`src/rtl/regfile_pkg.sv`:
```
// Shared register-file types and sizes used by the write-back path.
package regfile_pkg;

    localparam int XLEN       = 32;
    localparam int REG_ADDR_W = 5;
    localparam int NUM_REGS   = 32;

    typedef logic [REG_ADDR_W-1:0] reg_idx_t;
    typedef logic [XLEN-1:0]       word_t;

endpackage

```
`src/rtl/rr_arbiter.sv`:
```
// Round-robin arbiter: one-hot grant searched from the pointer upward with wrap.
// The pointer moves just past the winner whenever a grant is taken.
module rr_arbiter #(
    parameter int N = 3
) (
    input  logic         clk,
    input  logic         reset,
    input  logic [N-1:0] req,
    input  logic         advance,
    output logic [N-1:0] gnt
);

    localparam int PTR_W = (N > 1) ? $clog2(N) : 1;

    logic [PTR_W-1:0] ptr_q;
    logic [PTR_W-1:0] gnt_idx;
    logic             found;
    int               idx;

    // NOTE: every combinational output gets a default before the search loop,
    // so no path leaves a value unassigned and no latch is inferred.
    always_comb begin
        gnt     = '0;
        gnt_idx = '0;
        found   = 1'b0;
        idx     = 0;
        for (int k = 0; k < N; k++) begin
            idx = int'(ptr_q) + k;
            if (idx >= N) idx = idx - N;
            if (!found && req[idx]) begin
                gnt[idx] = 1'b1;
                gnt_idx  = PTR_W'(idx);
                found    = 1'b1;
            end
        end
    end

    // NOTE: state registers use non-blocking assignments so every flop samples
    // pre-edge values regardless of block ordering.
    always_ff @(posedge clk or posedge reset) begin
        if (reset) begin
            ptr_q <= '0;
        end else if (advance && found) begin
            ptr_q <= (gnt_idx == PTR_W'(N - 1)) ? '0 : gnt_idx + 1'b1;
        end
    end

endmodule

```
`src/rtl/regfile_wb_arbiter.sv`:
```
// Write-back arbiter for the register file write port plus the pending-write
// scoreboard the issue stage uses for hazard stalls.
module regfile_wb_arbiter #(
    parameter int NUM_REQ    = 3,
    parameter int XLEN       = 32,
    parameter int REG_ADDR_W = 5
) (
    input  logic                          clk,
    input  logic                          reset,
    input  logic [NUM_REQ-1:0]            req_valid,
    output logic [NUM_REQ-1:0]            req_ready,
    input  logic [NUM_REQ*REG_ADDR_W-1:0] req_rd,
    input  logic [NUM_REQ*XLEN-1:0]       req_data,
    input  logic                          issue_valid,
    input  logic [REG_ADDR_W-1:0]         issue_rd,
    input  logic                          flush,
    output logic                          rf_write_enable,
    output logic [REG_ADDR_W-1:0]         rf_rd,
    output logic [XLEN-1:0]               rf_write_data,
    output logic [31:0]                   busy
);

    import regfile_pkg::*;

    logic [NUM_REQ-1:0]    gnt;
    logic                  any_gnt;
    logic [REG_ADDR_W-1:0] sel_rd;
    logic [XLEN-1:0]       sel_data;
    logic [NUM_REGS-1:0]   busy_q;
    logic [NUM_REGS-1:0]   busy_next;

    // The write port takes one write per cycle, so the arbiter never stalls.
    rr_arbiter #(.N(NUM_REQ)) u_rr_arbiter (
        .clk     (clk),
        .reset   (reset),
        .req     (req_valid),
        .advance (1'b1),
        .gnt     (gnt)
    );

    assign req_ready = gnt;
    assign any_gnt   = |gnt;

    always_comb begin
        sel_rd   = '0;
        sel_data = '0;
        for (int i = 0; i < NUM_REQ; i++) begin
            if (gnt[i]) begin
                sel_rd   = req_rd[i*REG_ADDR_W +: REG_ADDR_W];
                sel_data = req_data[i*XLEN +: XLEN];
            end
        end
    end

    // Writes to x0 complete the handshake but never raise the write enable.
    always_ff @(posedge clk or posedge reset) begin
        if (reset) begin
            rf_write_enable <= 1'b0;
            rf_rd           <= '0;
            rf_write_data   <= '0;
        end else begin
            rf_write_enable <= any_gnt && (sel_rd != '0);
            if (any_gnt) begin
                rf_rd         <= sel_rd;
                rf_write_data <= sel_data;
            end
        end
    end

    // Clear on commit, then set on issue so a newer outstanding write wins.
    always_comb begin
        busy_next = flush ? '0 : busy_q;
        if (rf_write_enable) busy_next[rf_rd] = 1'b0;
        if (issue_valid && (issue_rd != '0)) busy_next[issue_rd] = 1'b1;
        busy_next[0] = 1'b0;
    end

    always_ff @(posedge clk or posedge reset) begin
        if (reset) busy_q <= '0;
        else       busy_q <= busy_next;
    end

    assign busy = busy_q;

endmodule

```
`config.mk`:
```
export PLATFORM = sky130hd
export DESIGN_NAME = regfile_wb_arbiter
export DESIGN_NICKNAME = d
export VERILOG_FILES = /design/src/rtl/regfile_pkg.sv /design/src/rtl/rr_arbiter.sv /design/src/rtl/regfile_wb_arbiter.sv
export SDC_FILE = /design/constraint.sdc
export NUM_CORES = 1
export LEC_CHECK = 0
export BUFFER_PORTS_ARGS = -buffer_cell sky130_fd_sc_hd__buf_2
export CAP_MARGIN = 5
export CORE_UTILIZATION = 30
export CTS_CLUSTER_DIAMETER = 120
export DETAILED_ROUTE_END_ITERATION = 7
export PLACE_DENSITY = 0.67
export SYNTH_ARGS = -nofsm -noshare
export SYNTH_HDL_FRONTEND = slang
export SYNTH_SLANG_ARGS = --single-unit
```
`constraint.sdc`:
```
create_clock -name clk -period 6.3 [get_ports clk]
set_input_delay 1.26 -clock clk [delete_from_list [all_inputs] [get_ports clk]]
set_output_delay 1.26 -clock clk [all_outputs]
set_load 0.01 [all_outputs]
```
# [Word-level counts from Yosys, hierarchy flattened]
# Cells that the tools add are included.
[word_totals] reg_bits=71 in_bits=123 out_inout_bits=73 word_cells=85
[op_classes] n_addsub=6 n_lt_le_gt_ge=13 n_eq_ne=1 muxes=41 n_bitwise=5 n_reduce_logical=14
[ops] op="2-to-1 mux 32 bit" count=9
[ops] op=">= comparator 32 x 1 -> 1 bit (second input constant)" count=3
[ops] op="less-than comparator 32 x 4 -> 1 bit (second input constant)" count=3
[ops] op=">= comparator 32 x 3 -> 1 bit (second input constant)" count=2
[ops] op="subtractor 32 x 3 -> 32 bit (second input constant)" count=2
[ops] op="bitwise AND 32 bit" count=1
[ops] op="inverter 32 bit" count=1
[ops] op="bitwise OR 32 bit" count=1
[ops] op="2-to-1 mux 5 bit" count=3
[ops] op="2-to-1 mux 1 bit" count=14
[ops] op="less-than comparator 5 x 6 -> 1 bit (second input constant)" count=2
[ops] op="demux 1 bit (select 5 bit)" count=2
[ops] op=">= comparator 5 x 1 -> 1 bit (second input constant)" count=2
[ops] op="nonzero test 5 bit" count=2
[ops] op="logical AND 1 bit" count=9
[ops] op="2-to-1 mux 3 bit" count=3
[ops] op="2-to-1 mux 2 bit" count=4
[ops] op="binary-select mux 1 bit (select 2 bit)" count=3
[ops] op="demux 1 bit (select 2 bit)" count=3
[ops] op="bitwise OR 3 bit" count=2
[ops] op="adder 2 x 1 -> 3 bit (second input constant)" count=1
[ops] op="adder 2 x 2 -> 3 bit (second input constant)" count=1
[ops] op="OR reduction 3 bit" count=1
[ops] op="subtractor 2 x 2 -> 3 bit (second input constant)" count=1
[ops] op="4 further kinds" count=5

# [Logic depth before layout (Yosys ltp)]
# Gate-level depths: netlist of run 1.
[logic_depth] depth_word=17 mapped_depth=13 ltp_nobuf=10

# [Modules after synthesis]
# From an unflattened synthesis of run 1, not the netlist that was laid out.
[unflattened] cells_unflattened=391 area_unflattened_um2=3886.2
[modules_own_cells] module="regfile_wb_arbiter" instances=1 cells_per_inst=347 area_per_inst_um2=3479.6 seq_area_each_um2=1726.7
[modules_own_cells] module="rr_arbiter" instances=1 cells_per_inst=44 area_per_inst_um2=406.6 seq_area_each_um2=50.0

# [Worst setup path before layout of run 1]
# No wires, ideal clock.
[synth_timing] path_kind="input-to-output" from="input port req_valid[1]" to="output port req_ready[2]" arrival_ns=2.470 t_required_ns=5.040 setup_slack_ns=2.570 cell_stages=7 n_path_buf=2 cell_sequence="mux2i_1 > o22a_1 > nor2_1 > a21o_2 > clkinv_1 > buf_2 > buf_2"
[synth_between] elab_chain_len=10 elab_cells_between_ends=20 cone_classes="mux: 14; bitwise: 2; reduce/logical: 4"
[synth_lines] element="start: declaration" line_no="regfile_wb_arbiter.sv:10" text="input logic [NUM_REQ-1:0] req_valid,"
[synth_lines] element="binary-select mux 1 bit (select 2 bit)" line_no="rr_arbiter.sv:30" text="if (!found && req[idx]) begin"
[synth_lines] element="2-to-1 mux 1 bit (not written as such) (2 in a row)" line_no="rr_arbiter.sv:30"
[synth_lines] element="2-to-1 mux 1 bit" line_no="rr_arbiter.sv:30"
[synth_lines] element="logical NOT 1 bit" line_no="rr_arbiter.sv:30"
[synth_lines] element="logical AND 1 bit" line_no="rr_arbiter.sv:30"
[synth_lines] element="2-to-1 mux 1 bit" line_no="rr_arbiter.sv:30"
[synth_lines] element="logical NOT 1 bit" line_no="rr_arbiter.sv:30"
[synth_lines] element="logical AND 1 bit" line_no="rr_arbiter.sv:30"
[synth_lines] element="2-to-1 mux 3 bit (*)" line_no="rr_arbiter.sv:30"
[synth_lines] element="end: declaration" line_no="regfile_wb_arbiter.sv:11" text="output logic [NUM_REQ-1:0] req_ready,"
# Mark *: on every way between the ends. The rest lies on a longest branch, timed or not. The select of a mux whose other input is x is not followed.

# [Worst setup path in the final report of run 1]
[layout_timing] from="input port req_valid[2]" to="output port req_ready[0]"
# The elaborated chain is that of the path after synthesis.

==> run_results.csv, run 1 <==
group,metric,value,unit
flow_run,maxCapViolCount,0,
place,gp_congestion,0.837,
place,post_dp_cell_area,4860,um2
sta,post-route-period-util,60.4,%
power_and_ir_drop,vdd_drop_max,0.277,mV
setup_path,worstSetupPathType,"primary input to output port",
die,pin_count,196,
clock_tree,cts.sink_count,71,
sta,rsz0062_at_grt,"no",
sta,hold_violations,0,
die,die_area,13200,um2
sta,setup_viol_count_final,0,
sta,fmax,263,MHz
die,rows,40,
logic_synthesis,synth_area_per_cell,9.61,um2
clock_tree,cts_setup_buffers,0,
global_route,grt_use_total,17.5,%
power_and_ir_drop,p_leak,2.46,nW
die,start_util,31.3,%
logic_synthesis,synth_warnings,0,
final_layout,n_antenna_cell,0,
logic_synthesis,synth_edf_count,0,
final_layout,syn2layout_area_growth,35.3,%
clock_tree,path_clk_slew,0.06,ns
logic_synthesis,syn-num-nets,525,
drt,antenna_left,0,
logic_synthesis,ys_top_cells_by_area,"dfrtp_1 (46%), a22oi_1 (13%), o21ai_0 (8.0%)",
clock_tree,cts_resized,0,
global_route,grt_pass1_wl,18.1,mm
drt,drc_errors,0,
clock_tree,holdBufCountCts,0,
sta,relSlewSlack,23.7,%
logic_synthesis,synth_cell_types,46,
sta,slew_violations,0,
drt,num_vias,3859,
logic_synthesis,yosysTopAreaCellShare,46.4,%
power_and_ir_drop,power,2.66,mW
logic_synthesis,yosysMostFrequentCell,"dfrtp_1",
drt,drt_first_pass_iters,4,
power_and_ir_drop,p_per_area,514,nW/um2
die,die_w,115,um
die,die_h,115,um
setup_path,crit_fanout,8,
logic_synthesis,synthCells,398,
place,io_buffers,194,
clock_tree,htreeDepth,3,
logic_synthesis,synth_common_cells,"dfrtp_1 (71), a22oi_1 (64), o21ai_0 (61)",
drt,finalWirelength,11.4,mm
setup_path,startpoint_type,"primary input",
logic_synthesis,syn_area,3830,um2
sta,fin_crit,3.80,ns
place,dp_hpwl,8.49,mm
global_route,grt.overflow.total,0,
setup_path,end_kind,"output port",
die,coreArea,12200,um2
clock_tree,clockBufferDepth,2,
hold_path,worst_hold_path_type,"register to register",
global_route,antenna_found_initial,0,
logic_synthesis,synthArstFlopShare,100,%
final_layout,design_area,5180,um2
setup_path,required,5.04,ns
global_route,grt_pass1_vias,3625,
final_layout,fillers,1239,
final_layout,layout-drive-gt1-share,38.9,%
final_layout,post-route-util,42.4,%
logic_synthesis,ys_ff_latch,71,
sta,tightest_slew,1.14,ns
clock_tree,cts-buffers-inserted,9,
global_route,grt_max_degree,72,
run_status,status,"complete, no violations",
drt,viasPerCell,5.14,
clock_tree,cts_root_buf,"clkbuf_16",
logic_synthesis,yosysSeqAreaShare,46.4,%
clock_tree,cts_tree,"built",
logic_synthesis,synth-main-ff-cell,"dfrtp_1",
sta,tns,0,ns
drt,routedWlPerCell,15.2,um
setup_path,crit_arrival,2.54,ns
drt,drt_iter0_markers,300,
sta,skew,0.00734,ns
final_layout,fin_nets,705,
logic_synthesis,synth_area_leader_cell,"dfrtp_1",
clock_tree,clk_latency,0.33,ns
[final timing paths]
path	start	end	cells after the start	slack, ns
min reg2reg	rf_write_data[19]	rf_write_data[19]	2	0.50
min	rf_write_data[19]	rf_write_data[19]	2	0.50
min in group asynchronous	reset	busy[21]	3	1.19
max	req_valid[2]	req_ready[0]	6	2.50
max reg2reg	u_rr_arbiter.ptr_q[0]	rf_write_data[29]	9	2.93
max in group asynchronous	reset	rf_write_data[27]	3	4.51
[critical path: stages]
cell and delay [ns]:
buf_2 0.13, nand4bb_1 0.20, o22ai_1 0.26, o21ai_0 0.21
a21oi_4 0.30, buf_2 0.19
[state kept, by name, indices dropped and copies added, names as in the netlist]
name / flops
rf_write_data: 32
busy: 31
u_rr_arbiter.ptr_q: 2
rf_write_enable: 1
rf_rd: 5
[cells by family (layout without fill, tap and decap cells)]
kind of cell | count (synthesis) | in the layout | share of synthesized area [%]
adder cells (fa/ha/maj) | 4 | 4 | 1.31
AO/OA/AOI/OAI | 172 | 172 | 28.5
flip-flops | 71 | 71 | 46.4
multiplexers | 4 | 4 | 1.08
AND/OR/NAND/NOR | 111 | 111 | 17.5
buffers and inverters | 35 | 220 | 5.13
other | 1 | 1 | 0.0980
[layout make-up]
| type | instances | area, um2 | share of cell area (%) |
|---|---|---|---|
| multi-input cells | 292 | 1850 | 35.8 |
| flip-flops and latches | 71 | 1780 | 34.3 |
| repair buffers | 198 | 1000 | 19.3 |
| clock buffers | 11 | 233 | 4.49 |
| well taps | 168 | 210 | 4.06 |
| clock inverters | 5 | 82.6 | 1.59 |
| inverters | 6 | 22.5 | 0.435 |
[power by group]
group          total (mW)  switching, mW  leakage [nW]  internal, mW
sequential          0.730          0.122         0.911         0.608
clock               0.536          0.189         0.154         0.347
combinational        1.40          0.850          1.40         0.545
[cells in the final DEF (no fill, tap or decap), types with 4 or more instances in the layout]
master       n
nand3b_1    27
o21ai_1     23
dfrtp_1     71
nand3_1      6
nor2_1      11
o21ai_0     61
clkbuf_16    9
a22oi_1     64
nor3b_1      4
ha_1         4
buf_4        4
or3b_2       5
nor2b_1     17
a21oi_1      6
nand2_1     27
buf_2      194
[stage by stage]
stage / hold WS [ns] / std cells / worst slack [ns]
floorplan: 0.538 / 398 / 2.57
global placement: 0.488 / 735 / 2.56
detailed placement: 0.490 / 735 / 2.41
CTS: 0.506 / 751 / 2.49
global route: 0.534 / 751 / 2.38
finish: 0.501 / 751 / 2.50
[per-layer routing]
metal,share of wire [%],vias to the layer above,GRT usage (%)
met5,0,-,0
met3,6.4,17,3.74
met1,43,1810,21.8
met2,49,183,29.7
met4,1.6,0,6.41
li1,-,1849,-
Note: power is estimated with default switching activity, not from simulation.
==> inputs of run 2 (changes only) <==
--- a/config.mk
+++ b/config.mk
@@ -10,7 +10,7 @@
 export CORE_UTILIZATION = 30
 export CTS_CLUSTER_DIAMETER = 120
 export DETAILED_ROUTE_END_ITERATION = 7
-export PLACE_DENSITY = 0.67
+export PLACE_DENSITY = 0.69
 export SYNTH_ARGS = -nofsm -noshare
 export SYNTH_HDL_FRONTEND = slang
 export SYNTH_SLANG_ARGS = --single-unit
==> constraint.sdc (replaced) <==
create_clock -name clk -period 3.39 [get_ports clk]
set_input_delay 0.678 -clock clk [delete_from_list [all_inputs] [get_ports clk]]
set_output_delay 0.678 -clock clk [all_outputs]
set_load 0.01 [all_outputs]
==> run 2 against run 1 <==
Compared with the run above:
- total power grew 88%
- register-to-register slack worse by 2.5 ns
- via count is 2.1% higher
- sequential share of layout area fell by 0.16 points
- cell count stayed put
- clock power is 86% higher
- clock skew down 0.0040 ns
- critical path type is now register to output port
- highest routed layer unchanged
==> run_results.csv, run 2 (synthesis results as in run 1) <==
group,metric,value,unit
run_status,status,"complete, no violations",
place,post_dp_cell_area,4880,um2
setup_path,cp_top_family,"buffers and inverters",
place,gp_congestion,0.857,
final_layout,largest_reg_flops,32,
sta,tns,0,ns
setup_path,worstSetupPathType,"register to output port",
final_layout,layout_common_cells,"buf_2 (194), dfrtp_1 (71), a22oi_1 (64), o21ai_0 (61)",
power_and_ir_drop,power,5.01,mW
die,die_w,115,um
setup_path,end_kind,"output port",
final_layout,syn2layout_area_growth,36.0,%
setup_path,crit_slowest_cell,"dfrtp_1",
sta,skew,0.00330,ns
clock_tree,path_clk_slew,0.05,ns
setup_path,startpoint_type,"register",
clock_tree,cts_tree,"built",
final_layout,layout-drive-gt1-share,39.3,%
sta,setup_viol_count_final,0,
sta,post-route-period-util,92.3,%
clock_tree,cts.sink_count,71,
setup_path,crit_fanout,17,
drt,viasPerCell,5.25,
power_and_ir_drop,p_per_area,963,nW/um2
final_layout,layout_commonest_cell,"buf_2",
global_route,grt_pass1_wl,18.4,mm
drt,finalWirelength,11.8,mm
place,io_buffers,194,
power_and_ir_drop,vdd_drop_max,0.469,mV
final_layout,top_register,"rf_write_data",
flow_run,maxCapViolCount,0,
clock_tree,cts_root_buf,"clkbuf_16",
setup_path,rrSetupSlack,0.40,ns
final_layout,fillers,1241,
clock_tree,cts-buffers-inserted,9,
sta,fmax,320,MHz
die,die_area,13200,um2
drt,drt_iter0_markers,245,
setup_path,path_cells,"inv_1, ha_2, mux2i_1, o22a_1, nor2_1, a21o_2, inv_2, buf_2",
sta,slew_violations,0,
final_layout,n_antenna_cell,0,
sta,relSlewSlack,56.1,%
sta,whs,0.437,ns
setup_path,critPathBufInv,3,
die,start_util,31.3,%
place,dp_hpwl,8.74,mm
sta,fin_crit,3.13,ns
clock_tree,holdBufCountCts,0,
drt,antenna_left,0,
setup_path,timing.rr.start,"u_rr_arbiter.ptr_q[0]",
drt,num_vias,3939,
setup_path,critical-path-max-stage-delay,0.41,ns
die,pin_count,196,
global_route,grt_pass1_vias,3745,
drt,drc_errors,0,
clock_tree,cts_setup_buffers,0,
global_route,grt_max_degree,56,
drt,drt_first_pass_iters,5,
global_route,grt.overflow.total,0,
sta,rsz0062_at_grt,"no",
setup_path,r2r_cells,11,
setup_path,timing.rr.end,"rf_write_data[19]",
drt,routedWlPerCell,15.7,um
clock_tree,clk_latency,0.33,ns
sta,tightest_slew,0.656,ns
global_route,antenna_found_initial,0,
clock_tree,htreeDepth,3,
clock_tree,clockBufferDepth,2,
hold_path,worst_hold_path_type,"primary input to async pin",
global_route,grt_use_total,17.9,%
final_layout,fin_nets,706,
power_and_ir_drop,p_leak,2.47,nW
setup_path,crit_arrival,2.45,ns
die,die_h,115,um
die,coreArea,12200,um2
final_layout,design_area,5200,um2
setup_path,required,2.71,ns
sta,hold_violations,0,
die,rows,40,
run 2: cell types whose count changed in the layout (fill, tap and decap cells not counted), sizes merged:
cell      change
buf           +1
clkinv        -3
clkbuf        +1
clkinvlp      +1
run 2: metal layers:
layer / global-route usage, % / routed length [um] / vias up
li1: - / - / 1852
met1: 21.2 / 4810 / 1879
met2: 31.9 / 6020 / 193
met3: 3.85 / 802 / 15
met4: 6.41 / 177 / 0
met5: 0 / 0 / -
run 2: metrics by stage:
step | util, % | cells | setup WS, ns
finish | 42.6 | 751 | 0.262
global route | 42.6 | 751 | 0.0432
CTS | 42.6 | 751 | 0.202
detailed placement | 40.0 | 736 | 0.363
global placement | 40.0 | 736 | 0.536
floorplan | - | 398 | 0.629
run 2: repair_timing:
| action | CTS | global route |
|---|---|---|
| setup endpoints to repair | 0 | 1 |
| hold endpoints to repair | 0 | 0 |
| gates resized for setup | 0 | 2 |
run 2: worst max-delay path by stage:
stage / slack [ns] / depth (start not counted) / startpoint / end
finish: 0.26 / 8 / u_rr_arbiter.ptr_q[1] / req_ready[2]
global route: 0.04 / 11 / u_rr_arbiter.ptr_q[0] / rf_write_data[8]
CTS: 0.20 / 8 / u_rr_arbiter.ptr_q[0] / req_ready[2]
detailed placement: 0.36 / 11 / u_rr_arbiter.ptr_q[0] / rf_write_data[8]
global placement: 0.54 / 11 / u_rr_arbiter.ptr_q[0] / rf_write_data[20]
floorplan: 0.63 / 10 / u_rr_arbiter.ptr_q[0] / req_ready[2]
run 2: final cells by class:
| type | count | area [um2] | area share [%] |
|---|---|---|---|
| clock buffers | 12 | 246 | 4.74 |
| clock inverters | 3 | 67.6 | 1.30 |
| inverters | 6 | 22.5 | 0.433 |
| multi-input cells | 292 | 1860 | 35.7 |
| flip-flops and latches | 71 | 1780 | 34.1 |
| well taps | 168 | 210 | 4.04 |
| repair buffers | 199 | 1020 | 19.6 |
run 2: worst register-to-register path, stage by stage (launching register included):
cell      delay (ns)
dfrtp_1         0.39
inv_1           0.08
ha_1            0.40
and3b_1         0.24
o21bai_1        0.19
o221ai_2        0.18
and2_4          0.21
inv_2           0.06
nor3_4          0.57
buf_4           0.38
a22oi_1         0.11
o21ai_0         0.10
run 2: report_power, final:
group          internal [mW]  switching (mW)  leakage [nW]
Clock                  0.660           0.339         0.149
Sequential              1.13           0.230         0.911
Combinational           1.03            1.62          1.41
Total                   2.82            2.19          2.47
==> inputs of run 3 (changes only) <==
--- a/config.mk
+++ b/config.mk
@@ -10,7 +10,7 @@
 export CORE_UTILIZATION = 30
 export CTS_CLUSTER_DIAMETER = 120
 export DETAILED_ROUTE_END_ITERATION = 7
-export PLACE_DENSITY = 0.69
+export PLACE_DENSITY_LB_ADDON = 0.2
 export SYNTH_ARGS = -nofsm -noshare
 export SYNTH_HDL_FRONTEND = slang
 export SYNTH_SLANG_ARGS = --single-unit
==> run 3 against run 2 <==
Compared with the run above:
- register-to-register slack improved by 0.19 ns
- core utilization about the same
- routed wire length increased by 4.6%
- critical endpoint is now req_ready[1]
- sequential share of layout area about the same
==> run_results.csv, run 3 (synthesis results as in run 1) <==
group,metric,value,unit
drt,viasPerCell,5.09,
flow_run,maxCapViolCount,0,
drt,drt_first_pass_iters,6,
global_route,grt.overflow.total,0,
sta,skew,0.00727,ns
sta,whs,0.466,ns
clock_tree,cts.sink_count,71,
setup_path,crit_fanout,9,
global_route,grt_use_total,19.1,%
die,die_area,13200,um2
final_layout,design_area,5210,um2
final_layout,register_area,1780,um2
die,rows,40,
setup_path,critical-path-max-stage-delay,0.41,ns
clock_tree,cts_resized,0,
sta,tns,0,ns
die,coreArea,12200,um2
global_route,grt_pass1_wl,19.3,mm
final_layout,layout-drive-gt1-share,39.0,%
hold_path,worst_hold_path_type,"primary input to async pin",
clock_tree,path_clk_slew,0.06,ns
final_layout,fin_nets,706,
final_layout,fillers,1241,
sta,setup_viol_count_final,0,
die,pin_count,196,
place,io_buffers,194,
final_layout,largest_reg_flops,32,
global_route,grt_pass1_vias,3686,
clock_tree,cts_root_buf,"clkbuf_16",
drt,drt_iter0_markers,259,
drt,drc_errors,0,
sta,fmax,322,MHz
place,gp_congestion,0.846,
global_route,grt_max_degree,67,
global_route,antenna_found_initial,1,
clock_tree,cts_tree,"built",
sta,fin_crit,3.11,ns
power_and_ir_drop,power,5.01,mW
final_layout,multi_input_area,1850,um2
setup_path,end_kind,"output port",
clock_tree,clk_latency,0.33,ns
final_layout,layout_commonest_cell,"buf_2",
place,place_inst,736,
final_layout,layout_common_cells,"buf_2 (194), dfrtp_1 (71), a22oi_1 (64), o21ai_0 (61)",
clock_tree,holdBufCountCts,0,
sta,tightest_slew,0.730,ns
drt,num_vias,3829,
place,post_dp_cell_area,4880,um2
place,dp_hpwl,9.35,mm
setup_path,path_cells,"inv_1, ha_1, mux2_2, o21bai_1, o221ai_2, and2_4, inv_2, buf_2",
sta,rsz0062_at_grt,"no",
sta,hold_violations,0,
power_and_ir_drop,p_leak,2.48,nW
die,die_h,115,um
clock_tree,clockBufferDepth,2,
run_status,status,"complete, no violations",
clock_tree,htreeDepth,3,
setup_path,crit_slowest_cell,"dfrtp_1",
power_and_ir_drop,vdd_drop_max,0.670,mV
final_layout,top_register,"rf_write_data",
setup_path,startpoint_type,"register",
final_layout,syn2layout_area_growth,36.1,%
clock_tree,cts_setup_buffers,0,
final_layout,fin_cells,752,
final_layout,n_antenna_cell,0,
die,start_util,31.3,%
setup_path,required,2.71,ns
clock_tree,cts-buffers-inserted,9,
sta,relSlewSlack,51.3,%
sta,slew_violations,0,
setup_path,crit_arrival,2.43,ns
drt,routedWlPerCell,16.4,um
die,die_w,115,um
sta,post-route-period-util,91.7,%
drt,antenna_left,0,
setup_path,worstSetupPathType,"register to output port",
power_and_ir_drop,p_per_area,962,nW/um2
drt,finalWirelength,12.3,mm
-- run 3: area by class of cell --
class | instances | area share, %
Sequential cell | 71 | 34.1
Timing Repair Buffer | 199 | 19.6
Tap cell | 168 | 4.04
Multi-Input combinational cell | 292 | 35.6
Inverter | 6 | 0.432
Clock inverter | 3 | 1.25
Clock buffer | 13 | 5.00
-- run 3: worst max-delay path, delay by kind of cell, from the launching register on --
kind,cells,cell delay [ns]
simple gates,1,0.18
buf+inv,3,0.45
compound gates,2,0.36
mux,1,0.38
flops,1,0.41
fa+ha+maj,1,0.31
-- run 3: worst paths after layout --
path | depth (start not counted) | start | slack [ns] | end
min in group clk | 2 | busy[7] | 0.50 | busy[7]
min reg2reg | 2 | busy[7] | 0.50 | busy[7]
max reg2reg | 11 | u_rr_arbiter.ptr_q[0] | 0.59 | rf_write_enable
min | 2 | reset | 0.47 | rf_write_data[0]
max in group asynchronous | 3 | reset | 2.26 | busy[19]
max | 8 | u_rr_arbiter.ptr_q[1] | 0.28 | req_ready[1]
-- run 3: power breakdown --
| group | internal, mW | switching (mW) | leakage (nW) | total [mW] |
|---|---|---|---|---|
| clock | 0.684 | 0.352 | 0.160 | 1.04 |
| sequential | 1.13 | 0.222 | 0.911 | 1.35 |
| combinational | 1.02 | 1.60 | 1.41 | 2.62 |
-- run 3: routing by layer --
metal / GRT usage [%] / wire length (um) / vias up
met5: 0 / 13 / -
met1: 23.2 / 5210 / 1792
met2: 32.1 / 5950 / 164
li1: - / - / 1850
met3: 5.80 / 899 / 21
met4: 6.41 / 276 / 2
-- run 3: metrics by stage --
stage / worst slack, ns / util [%]
after global routing: 0.0758 / 42.7
after floorplan: 0.629 / -
after global placement: 0.725 / 40.0
final: 0.280 / 42.7
after CTS: 0.278 / 42.7
after detailed placement: 0.603 / 40.0
